[config.mk]
export PLATFORM = sky130hd
export DESIGN_NAME = fifo_drain
export DESIGN_NICKNAME = d
export VERILOG_FILES = /design/src/rtl/fifo_drain.sv
export SDC_FILE = /design/constraint.sdc
export NUM_CORES = 1
export LEC_CHECK = 0
export CORE_MARGIN = 8
export CORE_UTILIZATION = 45
export CTS_CLUSTER_SIZE = 12
export DETAILED_ROUTE_END_ITERATION = 8
export GPL_TIMING_DRIVEN = 0
export PLACE_DENSITY = 0.73
export SYNTH_ARGS = -nofsm -noshare
export SYNTH_HDL_FRONTEND = slang
export SYNTH_SLANG_ARGS = --single-unit
[constraint.sdc]
create_clock -name clk_i -period 5 [get_ports clk_i]
set_input_delay 1.5 -clock clk_i [delete_from_list [all_inputs] [get_ports clk_i]]
set_output_delay 1.5 -clock clk_i [all_outputs]
set_load 0.02 [all_outputs]
[src/rtl/fifo_drain.sv]
// Read-side engine for the byte FIFO: issues reads, hides the 1-cycle read latency in a
// 2-entry skid buffer and presents a valid/ready stream, with an optional fill-or-timeout burst mode.
module fifo_drain #(
  parameter int DATA_W  = 8,
  parameter int TIMEOUT = 16,
  parameter int CNT_W   = 16
) (
  input  logic              clk_i,
  input  logic              rst_ni,
  input  logic              enable_i,
  input  logic              burst_mode_i,
  input  logic              fifo_full_i,
  input  logic              fifo_empty_i,
  output logic              fifo_rd_en_o,
  input  logic [DATA_W-1:0] fifo_data_i,
  output logic              out_valid_o,
  input  logic              out_ready_i,
  output logic [DATA_W-1:0] out_data_o,
  output logic              busy_o,
  output logic [CNT_W-1:0]  byte_count_o
);

  localparam int TW = (TIMEOUT > 1) ? $clog2(TIMEOUT) : 1;

  typedef enum logic [1:0] {IDLE, WAIT_FILL, DRAIN, FLUSH} state_e;

  state_e            state_q;
  logic              burst_q;
  logic [TW-1:0]     timer_q;
  logic              inflight_q;
  logic [1:0]        occ_q, occ_d;
  logic [DATA_W-1:0] e0_q, e0_d, e1_q, e1_d;
  logic [CNT_W-1:0]  cnt_q;
  logic              pop, cap;
  logic [2:0]        used, limit;

  assign pop          = out_valid_o & out_ready_i;
  assign cap          = inflight_q;
  assign out_valid_o  = (occ_q != 2'd0);
  assign out_data_o   = e0_q;
  assign busy_o       = (state_q != IDLE);
  assign byte_count_o = cnt_q;

  // A pop this cycle frees a slot before the new read's data lands, which keeps 1 byte/cycle.
  assign used  = {1'b0, occ_q} + {2'b0, inflight_q};
  assign limit = 3'd2 + {2'b0, pop};
  assign fifo_rd_en_o = (state_q == DRAIN) & enable_i & ~fifo_empty_i & (used < limit);

  always_comb begin
    e0_d  = e0_q;
    e1_d  = e1_q;
    occ_d = occ_q;
    case ({cap, pop})
      2'b10: begin
        if (occ_q == 2'd0) e0_d = fifo_data_i;
        else               e1_d = fifo_data_i;
        occ_d = occ_q + 2'd1;
      end
      2'b01: begin
        e0_d  = e1_q;
        occ_d = occ_q - 2'd1;
      end
      2'b11: begin
        if (occ_q == 2'd2) begin
          e0_d = e1_q;
          e1_d = fifo_data_i;
        end else begin
          e0_d = fifo_data_i;
        end
      end
      default: ;
    endcase
  end

  always_ff @(posedge clk_i or negedge rst_ni) begin
    if (!rst_ni) begin
      occ_q      <= 2'd0;
      e0_q       <= '0;
      e1_q       <= '0;
      inflight_q <= 1'b0;
      cnt_q      <= '0;
    end else begin
      occ_q      <= occ_d;
      e0_q       <= e0_d;
      e1_q       <= e1_d;
      inflight_q <= fifo_rd_en_o;
      if (pop) cnt_q <= cnt_q + CNT_W'(1);
    end
  end

  always_ff @(posedge clk_i or negedge rst_ni) begin
    if (!rst_ni) begin
      state_q <= IDLE;
      burst_q <= 1'b0;
      timer_q <= '0;
    end else begin
      case (state_q)
        IDLE: begin
          burst_q <= burst_mode_i;
          timer_q <= '0;
          if (enable_i) state_q <= burst_mode_i ? WAIT_FILL : DRAIN;
        end
        WAIT_FILL: begin
          if (!enable_i)
            state_q <= IDLE;
          else if (fifo_full_i || (timer_q == TW'(TIMEOUT - 1) && !fifo_empty_i))
            state_q <= DRAIN;
          else
            timer_q <= fifo_empty_i ? '0 : timer_q + TW'(1);
        end
        DRAIN: begin
          if (!enable_i)
            state_q <= FLUSH;
          else if (burst_q && fifo_empty_i && occ_q == 2'd0 && !inflight_q)
            state_q <= IDLE;
        end
        FLUSH: begin
          if (occ_q == 2'd0 && !inflight_q) state_q <= IDLE;
        end
        default: state_q <= IDLE;
      endcase
    end
  end

endmodule

==> tab_implementation.tex, run 1 <==
\begin{tabular}{lr}
\hline
Metric & Value \\
\hline
\multicolumn{2}{l}{\textbf{Worst setup path}} \\
Endpoint required time on the critical path & approximately 3.5 ns \\
Bufs and invs on worst path & 2 \\
Kind of start point of the critical path & input port \\
Longest individual stage delay on the worst path & 0.62 ns \\
Most common cell type on the critical path & sky130\_fd\_sc\_hd\_\_clkdlybuf4s50\_1 \\
Cell type group with the largest total delay on the critical path & buffers and inverters \\
Critical path endpoint category & primary output \\
Largest fanout on the critical path & 5 \\
Series of cell instances along the critical path & clkdlybuf4s50\_1 > o21ai\_2 > o21ai\_0 > and3\_1 > clkdlybuf4s50\_1 \\
Slowest cell on the critical path & sky130\_fd\_sc\_hd\_\_clkdlybuf4s50\_1 \\
Critical path start-end classification & in2out \\
Data arrival time of the critical path & 3.12 ns \\
\multicolumn{2}{l}{\textbf{Die}} \\
Die Span Y & $\sim$82 um \\
Die area & 6750 um\^{}2 \\
I/O pin count & 42 \\
Row Count & 24 \\
Standard cell core area & 4290 um\^{}2 \\
Initial core utilization & 45.8\% \\
Horizontal die dimension & 82.1 um \\
\multicolumn{2}{l}{\textbf{Placement}} \\
Final RePlAce weighted congestion & 0.746 \\
Sum of net half-perimeters after detailed placement & 2880 um \\
Port Buf Inserts & 41 \\
\multicolumn{2}{l}{\textbf{Power}} \\
Proportion of total power due to net switching & 36.0\% \\
Power per cell area & 525 nW/um\^{}2 \\
Net switching component of the power & 486 uW \\
Clock network fraction of total power & 19.2\% \\
Leakage Power & 1.13 nW \\
P\_int & 862 uW \\
Share of total power in combinational logic & 40.2\% \\
Sequential Power Share & 40.5\% \\
Peak VDD IR & 0.000218 V \\
\multicolumn{2}{l}{\textbf{Timing}} \\
Min cycle time layout & 4.62 ns \\
Share of the clock period used by the worst path after layout & 92.3\% \\
RSZ-0062 raised after global routing & false \\
Fmax & 0.217 GHz \\
Number of pins with negative max-slew slack in the final report & 0 \\
Actual transition at the worst max-transition pin & 0.724 ns \\
Total Neg Setup Slack & 0 ns \\
Hold Fails Final Rpt & 0 \\
Final setup violation count & 0 \\
Clock tree skew after final layout & 0.00340 ns \\
Worst slew margin & 51.5\% \\
\multicolumn{2}{l}{\textbf{Finish}} \\
Antenna diode count & 0 \\
Utilization of the core after routing & between 50\% and 60\% \\
Fill cells & 399 \\
Layout cells sized above 1 & around an eighth \\
Area growth from synthesis to layout & 30.5\% \\
Net count reported at finish & between 200 and 250 \\
\multicolumn{2}{l}{\textbf{Global routing}} \\
Number of antenna violations at the first check in global routing & 0 \\
Overflow left after global routing & 0 \\
Largest net degree at the start of global routing & 41 \\
Wire length of the first global-routing pass & 6820 um \\
Total track usage & 12.9\% \\
Number of global-route vias before repair & 1483 \\
\multicolumn{2}{l}{\textbf{Outcome}} \\
Outcome & finished, final reports clean \\
\multicolumn{2}{l}{\textbf{Clock tree}} \\
Longest Clk Path Bufs & 2 \\
TritonCTS Buffers & 5 \\
Post-CTS Resized & 0 \\
Hold buffers post-CTS & 0 \\
Clock tree root buffer cell & sky130\_fd\_sc\_hd\_\_clkbuf\_8 \\
TritonCTS clock tree & built \\
Number of H-tree levels & 2 \\
Number of clock sinks seen by CTS & 42 \\
Clock transition at path regs & 0.08 ns \\
Clock insertion delay at the later pin of the skew report & a little under 0.3 ns \\
Buffer count from post-CTS setup fixing & 0 \\
\multicolumn{2}{l}{\textbf{Drt}} \\
Count of TritonRoute iterations in the first routing pass & 4 \\
Starting DRC count in detailed routing & between 70 and 80 \\
Post-detailed-route wirelength per cell & 14.3 um \\
Post-route DRC violation count & 0 \\
Via count of the routed design & around 1500 \\
Routed vias/inst & 5.25 \\
Sum of routed wire length over all layers & 4000 um \\
Count of nets left with antenna violations after detail routing & 0 \\
\multicolumn{2}{l}{\textbf{Logic synthesis}} \\
Synthesized Nets & 199 \\
Flip-flop and latch count after synthesis & 42 \\
Number of cells produced by synthesis & approximately 180 \\
Post-Syn Area per Cell & 11.1 um\^{}2 \\
Number of distinct library cells after synthesis & 32 \\
Post-Synthesis Cell Area & 1970 um\^{}2 \\
Portion of the post-synthesis area used by sequential elements & 53.4\% \\
Synth warn & 0 \\
\multicolumn{2}{l}{\textbf{Job}} \\
Max Cap Viol & 0 \\
\multicolumn{2}{l}{\textbf{Min path}} \\
Worst hold-check path type & reg2reg \\
\hline
\end{tabular}
==> path summary, 6_finish.rpt <==
| path | start | to | slack [ns] | depth (start not counted) |
|---|---|---|---|---|
| setup / recovery | out_ready_i | fifo_rd_en_o | 0.38 | 5 |
| hold / removal | byte_count_o[15] | byte_count_o[15] | 0.47 | 1 |
| setup reg to reg | occ_q[0] | out_data_o[7] | 2.57 | 8 |
| hold reg to reg | byte_count_o[15] | byte_count_o[15] | 0.47 | 1 |
| max in group asynchronous | rst_ni | out_data_o[3] | 3.59 | 2 |
| min in group asynchronous | rst_ni | byte_count_o[5] | 1.01 | 1 |
==> kinds of logic (layout without fill, tap and decap cells) <==
logic type | after synthesis | count (layout) | share of synthesized area, %
AOI/OAI and AO/OA | 34 | 34 | 12.0
adders and majority gates | 7 | 7 | 4.45
muxes | 9 | 9 | 5.15
xor gates and xnor gates | 18 | 18 | 8.01
buffers and inverters | 7 | 57 | 1.91
DFF | 42 | 42 | 53.4
and+or+nand+nor | 60 | 60 | 15.1
==> layout by cell type, fill, tap and decap left out, types with 2 or more instances in the layout <==
cell	count
sky130_fd_sc_hd__nor2_1	8
sky130_fd_sc_hd__a22oi_1	8
sky130_fd_sc_hd__a31o_2	2
sky130_fd_sc_hd__and4_1	2
sky130_fd_sc_hd__clkbuf_8	5
sky130_fd_sc_hd__clkdlybuf4s50_1	40
sky130_fd_sc_hd__nand2b_1	4
sky130_fd_sc_hd__inv_1	4
sky130_fd_sc_hd__clkinv_2	2
sky130_fd_sc_hd__mux2_2	9
sky130_fd_sc_hd__nand2_1	22
sky130_fd_sc_hd__o31ai_1	2
sky130_fd_sc_hd__ha_1	7
sky130_fd_sc_hd__a31oi_1	3
sky130_fd_sc_hd__dfrtp_1	42
sky130_fd_sc_hd__nand3_1	7
sky130_fd_sc_hd__nor3_1	4
sky130_fd_sc_hd__o21ai_0	15
sky130_fd_sc_hd__xor2_1	8
sky130_fd_sc_hd__nand4_1	6
sky130_fd_sc_hd__xnor2_1	10
==> power groups by stage <==
stage | Sequential [mW] | Combinational, mW | Clock (mW)
after global placement | 0.549 | 0.531 | 0
after floorplan | 0.596 | 0.282 | 0
after global routing | 0.568 | 0.595 | 0.282
after CTS | 0.546 | 0.549 | 0.268
after detailed placement | 0.553 | 0.544 | 0
final | 0.546 | 0.542 | 0.259
==> area by class of cell <==
type	instances	area [um^2]	share of cell area (%)
Timing Repair Buffer	42	425	16.6
Buffer	2	18.8	0.731
Tap cell	52	65.1	2.53
Sequential cell	42	1050	40.9
Inverter	5	18.8	0.731
Clock inverter	3	40.0	1.56
Multi-Input combinational cell	128	880	34.3
Clock buffer	5	68.8	2.68
==> metal layers <==
metal	track usage [%]	vias to the layer above	part of all wire (%)
li1	-	724	-
met1	16.2	705	45
met2	21.3	28	49
met3	2.92	8	4.7
met4	4.74	0	1.3
met5	0	-	0
==> flip-flops by register name, indices dropped and copies added (netlist names) <==
signal,flops
state_q,2
out_data_o,8
cap,1
burst_q,1
e1_q,8
byte_count_o,16
timer_q,4
occ_q,2
==> cell usage after synthesis <==
master	n	area share [%]
sky130_fd_sc_hd__dfrtp_1	42	53
sky130_fd_sc_hd__nand2_1	22	4.2
sky130_fd_sc_hd__o2111a_1	1	0.57
sky130_fd_sc_hd__o21ai_0	15	3.8
sky130_fd_sc_hd__a22oi_1	8	3.1
sky130_fd_sc_hd__o31ai_1	2	0.76
sky130_fd_sc_hd__xnor2_1	10	4.4
sky130_fd_sc_hd__buf_4	1	0.38
sky130_fd_sc_hd__and3_1	1	0.32
sky130_fd_sc_hd__nand3_1	7	1.8
sky130_fd_sc_hd__o21ai_2	1	0.45
sky130_fd_sc_hd__mux2_2	9	5.1
sky130_fd_sc_hd__and2_1	1	0.32
sky130_fd_sc_hd__a21oi_2	1	0.45
sky130_fd_sc_hd__nand2b_1	4	1.3
sky130_fd_sc_hd__a31oi_1	3	0.95
sky130_fd_sc_hd__nand4_1	6	1.9
sky130_fd_sc_hd__nor3_1	4	1.0
sky130_fd_sc_hd__nand4b_1	1	0.45
sky130_fd_sc_hd__nor2_1	8	1.5
sky130_fd_sc_hd__inv_2	1	0.19
sky130_fd_sc_hd__a31o_2	2	0.89
sky130_fd_sc_hd__and4_1	2	0.89
sky130_fd_sc_hd__nor3b_1	1	0.38
sky130_fd_sc_hd__and2b_2	1	0.45
sky130_fd_sc_hd__nor2_2	1	0.32
sky130_fd_sc_hd__nor2b_1	1	0.32
sky130_fd_sc_hd__ha_1	7	4.4
sky130_fd_sc_hd__a211oi_4	1	1.0
sky130_fd_sc_hd__buf_6	1	0.57
sky130_fd_sc_hd__xor2_1	8	3.6
sky130_fd_sc_hd__inv_1	4	0.76
==> worst reg2reg max path: stages (launching register included) <==
cell and delay (ns):
sky130_fd_sc_hd__dfrtp_1 0.39, sky130_fd_sc_hd__buf_4 0.18, sky130_fd_sc_hd__o21ai_2 0.25, sky130_fd_sc_hd__inv_2 0.13, sky130_fd_sc_hd__ha_1 0.27, sky130_fd_sc_hd__and2b_2 0.21
sky130_fd_sc_hd__a31oi_1 0.55, sky130_fd_sc_hd__a22oi_1 0.14, sky130_fd_sc_hd__o21ai_0 0.23
==> metrics by stage <==
step | hold WS, ns | cells | worst slack (ns) | power, mW | instance area [um^2]
final | 0.473 | 279 | 0.384 | 1.35 | 2570
after global routing | 0.497 | 279 | 0.306 | 1.44 | 2570
after CTS | 0.476 | 279 | 0.371 | 1.36 | 2570
after detailed placement | 0.465 | 271 | 0.391 | 1.10 | 2460
after global placement | 0.456 | 270 | 0.398 | 1.08 | 2440
after floorplan | 0.445 | 177 | 1.51 | 0.878 | 1970
No activity file was read; power rests on OpenSTA's default activity.
==> inputs of run 2 (changes only) <==
--- a/config.mk
+++ b/config.mk
@@ -10,7 +10,7 @@
 export CTS_CLUSTER_SIZE = 12
 export DETAILED_ROUTE_END_ITERATION = 8
 export GPL_TIMING_DRIVEN = 0
-export PLACE_DENSITY = 0.73
+export PLACE_DENSITY_LB_ADDON = 0.05
 export SYNTH_ARGS = -nofsm -noshare
 export SYNTH_HDL_FRONTEND = slang
 export SYNTH_SLANG_ARGS = --single-unit
==> tab_implementation.tex, run 2 (synthesis results as in run 1) <==
\begin{tabular}{lr}
\hline
Metric & Value \\
\hline
\multicolumn{2}{l}{\textbf{Outcome}} \\
Outcome & finished, final reports clean \\
\multicolumn{2}{l}{\textbf{Finish}} \\
Area growth from synthesis to layout & 30.3\% (about the same) \\
Commonest cells after routing, fill and taps aside & sky130\_fd\_sc\_hd\_\_dfrtp\_1 (42), sky130\_fd\_sc\_hd\_\_clkdlybuf4s50\_1 (40), sky130\_fd\_sc\_hd\_\_nand2\_1 (22) \\
Antenna diode count & 0 (unchanged) \\
Number of flip-flops under the largest register name & 16 (unchanged) \\
Layout cells sized above 1 & 11.9\% (-0.88 points) \\
Number of standard cells in the layout, taps in and fillers out & 279 (unchanged) \\
Net count reported at finish & 248 (unchanged) \\
Most common cell after layout, fill and taps aside & sky130\_fd\_sc\_hd\_\_dfrtp\_1 \\
\multicolumn{2}{l}{\textbf{Drt}} \\
Routed vias/inst & 5.38 (+2.5\%) \\
Sum of routed wire length over all layers & 4230 um (+5.7\%) \\
Count of TritonRoute iterations in the first routing pass & 4 (unchanged) \\
Post-detailed-route wirelength per cell & 15.2 um (+5.7\%) \\
Count of nets left with antenna violations after detail routing & 0 (unchanged) \\
Starting DRC count in detailed routing & 65 (-8.5\%) \\
Post-route DRC violation count & 0 (unchanged) \\
Via count of the routed design & 1502 (+2.5\%) \\
\multicolumn{2}{l}{\textbf{Timing}} \\
Total Neg Setup Slack & 0 ns (unchanged) \\
Number of pins with negative max-slew slack in the final report & 0 (unchanged) \\
Share of the clock period used by the worst path after layout & 91.8\% (-0.56 points) \\
Worst slew margin & 49.3\% (-2.2 points) \\
Hold Fails Final Rpt & 0 (unchanged) \\
Actual transition at the worst max-transition pin & 0.757 ns (+0.0333 ns) \\
Min cycle time layout & 4.59 ns (-0.0281 ns) \\
Final setup violation count & 0 (unchanged) \\
Fmax & 0.218 GHz (+0.61\%) \\
RSZ-0062 raised after global routing & false \\
Clock tree skew after final layout & 0.00760 ns (+0.00420 ns) \\
\multicolumn{2}{l}{\textbf{Worst setup path}} \\
Register-to-register setup slack & 2.61 ns (+0.04 ns) \\
Launch instance of the worst register-to-register path & occ\_q[0] \\
Data arrival time of the critical path & 3.09 ns (-0.03 ns) \\
Endpoint of the most critical setup path & fifo\_rd\_en\_o \\
Cell type group with the largest total delay on the critical path & buffers and inverters \\
Largest fanout on the critical path & 6 (+1) \\
Cell depth of the worst setup path & 5 (unchanged) \\
Worst r2r dst & out\_data\_o[1] \\
Endpoint required time on the critical path & 3.50 ns (about the same) \\
Source of the critical timing path & enable\_i \\
Slowest cell on the critical path & sky130\_fd\_sc\_hd\_\_clkdlybuf4s50\_1 \\
Most common cell type on the critical path & sky130\_fd\_sc\_hd\_\_clkdlybuf4s50\_1 \\
Longest individual stage delay on the worst path & 0.61 ns (about the same) \\
Series of cell instances along the critical path & clkdlybuf4s50\_1 > nand2b\_1 > nor3\_1 > and3\_1 > clkdlybuf4s50\_1 \\
Kind of start point of the critical path & input port \\
Bufs and invs on worst path & 2 (unchanged) \\
Critical path start-end classification & in2out \\
Critical path endpoint category & primary output \\
Path depth of the worst reg2reg path & 8 (unchanged) \\
\multicolumn{2}{l}{\textbf{Clock tree}} \\
Post-CTS Resized & 0 (unchanged) \\
Longest Clk Path Bufs & 2 (unchanged) \\
Number of clock sinks seen by CTS & 42 (unchanged) \\
TritonCTS clock tree & built \\
TritonCTS Buffers & 5 (unchanged) \\
Clock insertion delay at the later pin of the skew report & 0.29 ns (about the same) \\
Buffer count from post-CTS setup fixing & 0 (unchanged) \\
Clock tree root buffer cell & sky130\_fd\_sc\_hd\_\_clkbuf\_8 \\
Clock transition at path regs & 0.08 ns (about the same) \\
Number of H-tree levels & 2 (unchanged) \\
Hold buffers post-CTS & 0 (unchanged) \\
\multicolumn{2}{l}{\textbf{Min path}} \\
Worst hold-check path type & reg2reg \\
Number of cells on the worst hold path & 2 (+1) \\
\multicolumn{2}{l}{\textbf{Die}} \\
Horizontal die dimension & 82.1 um (unchanged) \\
Initial core utilization & 45.8\% (unchanged) \\
I/O pin count & 42 (unchanged) \\
Die area & 6750 um\^{}2 (unchanged) \\
Row Count & 24 (unchanged) \\
Die Span Y & 82.1 um (unchanged) \\
Standard cell core area & 4290 um\^{}2 (unchanged) \\
\multicolumn{2}{l}{\textbf{Placement}} \\
Sum of net half-perimeters after detailed placement & 3140 um (+8.9\%) \\
Cell Count Post-Placement & 271 (unchanged) \\
Final RePlAce weighted congestion & 0.775 (+3.9\%) \\
Port Buf Inserts & 41 (unchanged) \\
\multicolumn{2}{l}{\textbf{Global routing}} \\
Total track usage & 13.8\% (+0.83 points) \\
Number of antenna violations at the first check in global routing & 0 (unchanged) \\
Wire length of the first global-routing pass & 7200 um (+5.7\%) \\
Largest net degree at the start of global routing & 32 (-22\%) \\
Number of global-route vias before repair & 1518 (+2.4\%) \\
Overflow left after global routing & 0 (unchanged) \\
\multicolumn{2}{l}{\textbf{Power}} \\
Leakage Power & 1.12 nW (-0.48\%) \\
Peak VDD IR & 0.000318 V (+46\%) \\
Power per cell area & 526 nW/um\^{}2 (+0.29\%) \\
\multicolumn{2}{l}{\textbf{Job}} \\
Max Cap Viol & 0 (unchanged) \\
\hline
\end{tabular}
==> run 2: changes by cell type in the layout (fill, tap and decap cells not counted), sizes merged <==
cell	previous run	this run
clkbuf	5	7
clkinv	2	0
==> run 2: worst register-to-register path: stages (launching register included) <==
cell	delay (ns)
sky130_fd_sc_hd__dfrtp_1	0.39
sky130_fd_sc_hd__buf_4	0.18
sky130_fd_sc_hd__o21ai_2	0.25
sky130_fd_sc_hd__inv_2	0.14
sky130_fd_sc_hd__ha_1	0.27
sky130_fd_sc_hd__and2b_2	0.20
sky130_fd_sc_hd__a31oi_1	0.57
sky130_fd_sc_hd__a22oi_1	0.13
sky130_fd_sc_hd__o21ai_0	0.20
==> run 2: worst min-delay path by stage <==
stage	startpoint	to	slack [ns]
global route	byte_count_o[15]	byte_count_o[15]	0.51
detailed placement	out_data_o[6]	out_data_o[6]	0.47
CTS	out_data_o[6]	out_data_o[6]	0.49
global placement	byte_count_o[15]	byte_count_o[15]	0.46
floorplan	timer_q[3]	timer_q[3]	0.45
finish	out_data_o[6]	out_data_o[6]	0.48
==> run 2: through the flow <==
stage / hold WS, ns / worst slack (ns) / total power, mW / area (um^2) / utilization, %
6_report: 0.482 / 0.412 / 1.35 / 2560 / 59.7
3_3_place_gp: 0.457 / 0.388 / 1.08 / 2440 / 56.9
2_1_floorplan: 0.445 / 1.51 / 0.878 / 1970 / -
4_1_cts: 0.488 / 0.391 / 1.36 / 2560 / 59.7
5_1_grt: 0.509 / 0.282 / 1.45 / 2560 / 59.7
3_5_place_dp: 0.470 / 0.394 / 1.10 / 2460 / 57.3
==> run 2: layer usage <==
metal | vias up | global-route usage (%) | wire length, um
met5 | - | 0 | 0
met4 | 0 | 4.21 | 63
met3 | 7 | 4.98 | 250
met2 | 32 | 22.3 | 2010
met1 | 738 | 16.8 | 1910
li1 | 725 | - | -
==> run 2: final cells by class <==
type	count	area (um^2)
repair buffers	42	425
clock buffers	7	76.3
well taps	52	65.1
clock inverters	1	30.0
flip-flops and latches	42	1050
fillers	366	1730
multi-input cells	128	880
plain buffers	2	18.8
inverters	5	18.8
==> run 2: report_power, final <==
part | total (mW) | switching [mW] | internal (mW)
sequential | 0.548 | 0.0965 | 0.452
clock | 0.260 | 0.111 | 0.149
combinational | 0.542 | 0.279 | 0.263
total | 1.35 | 0.486 | 0.864
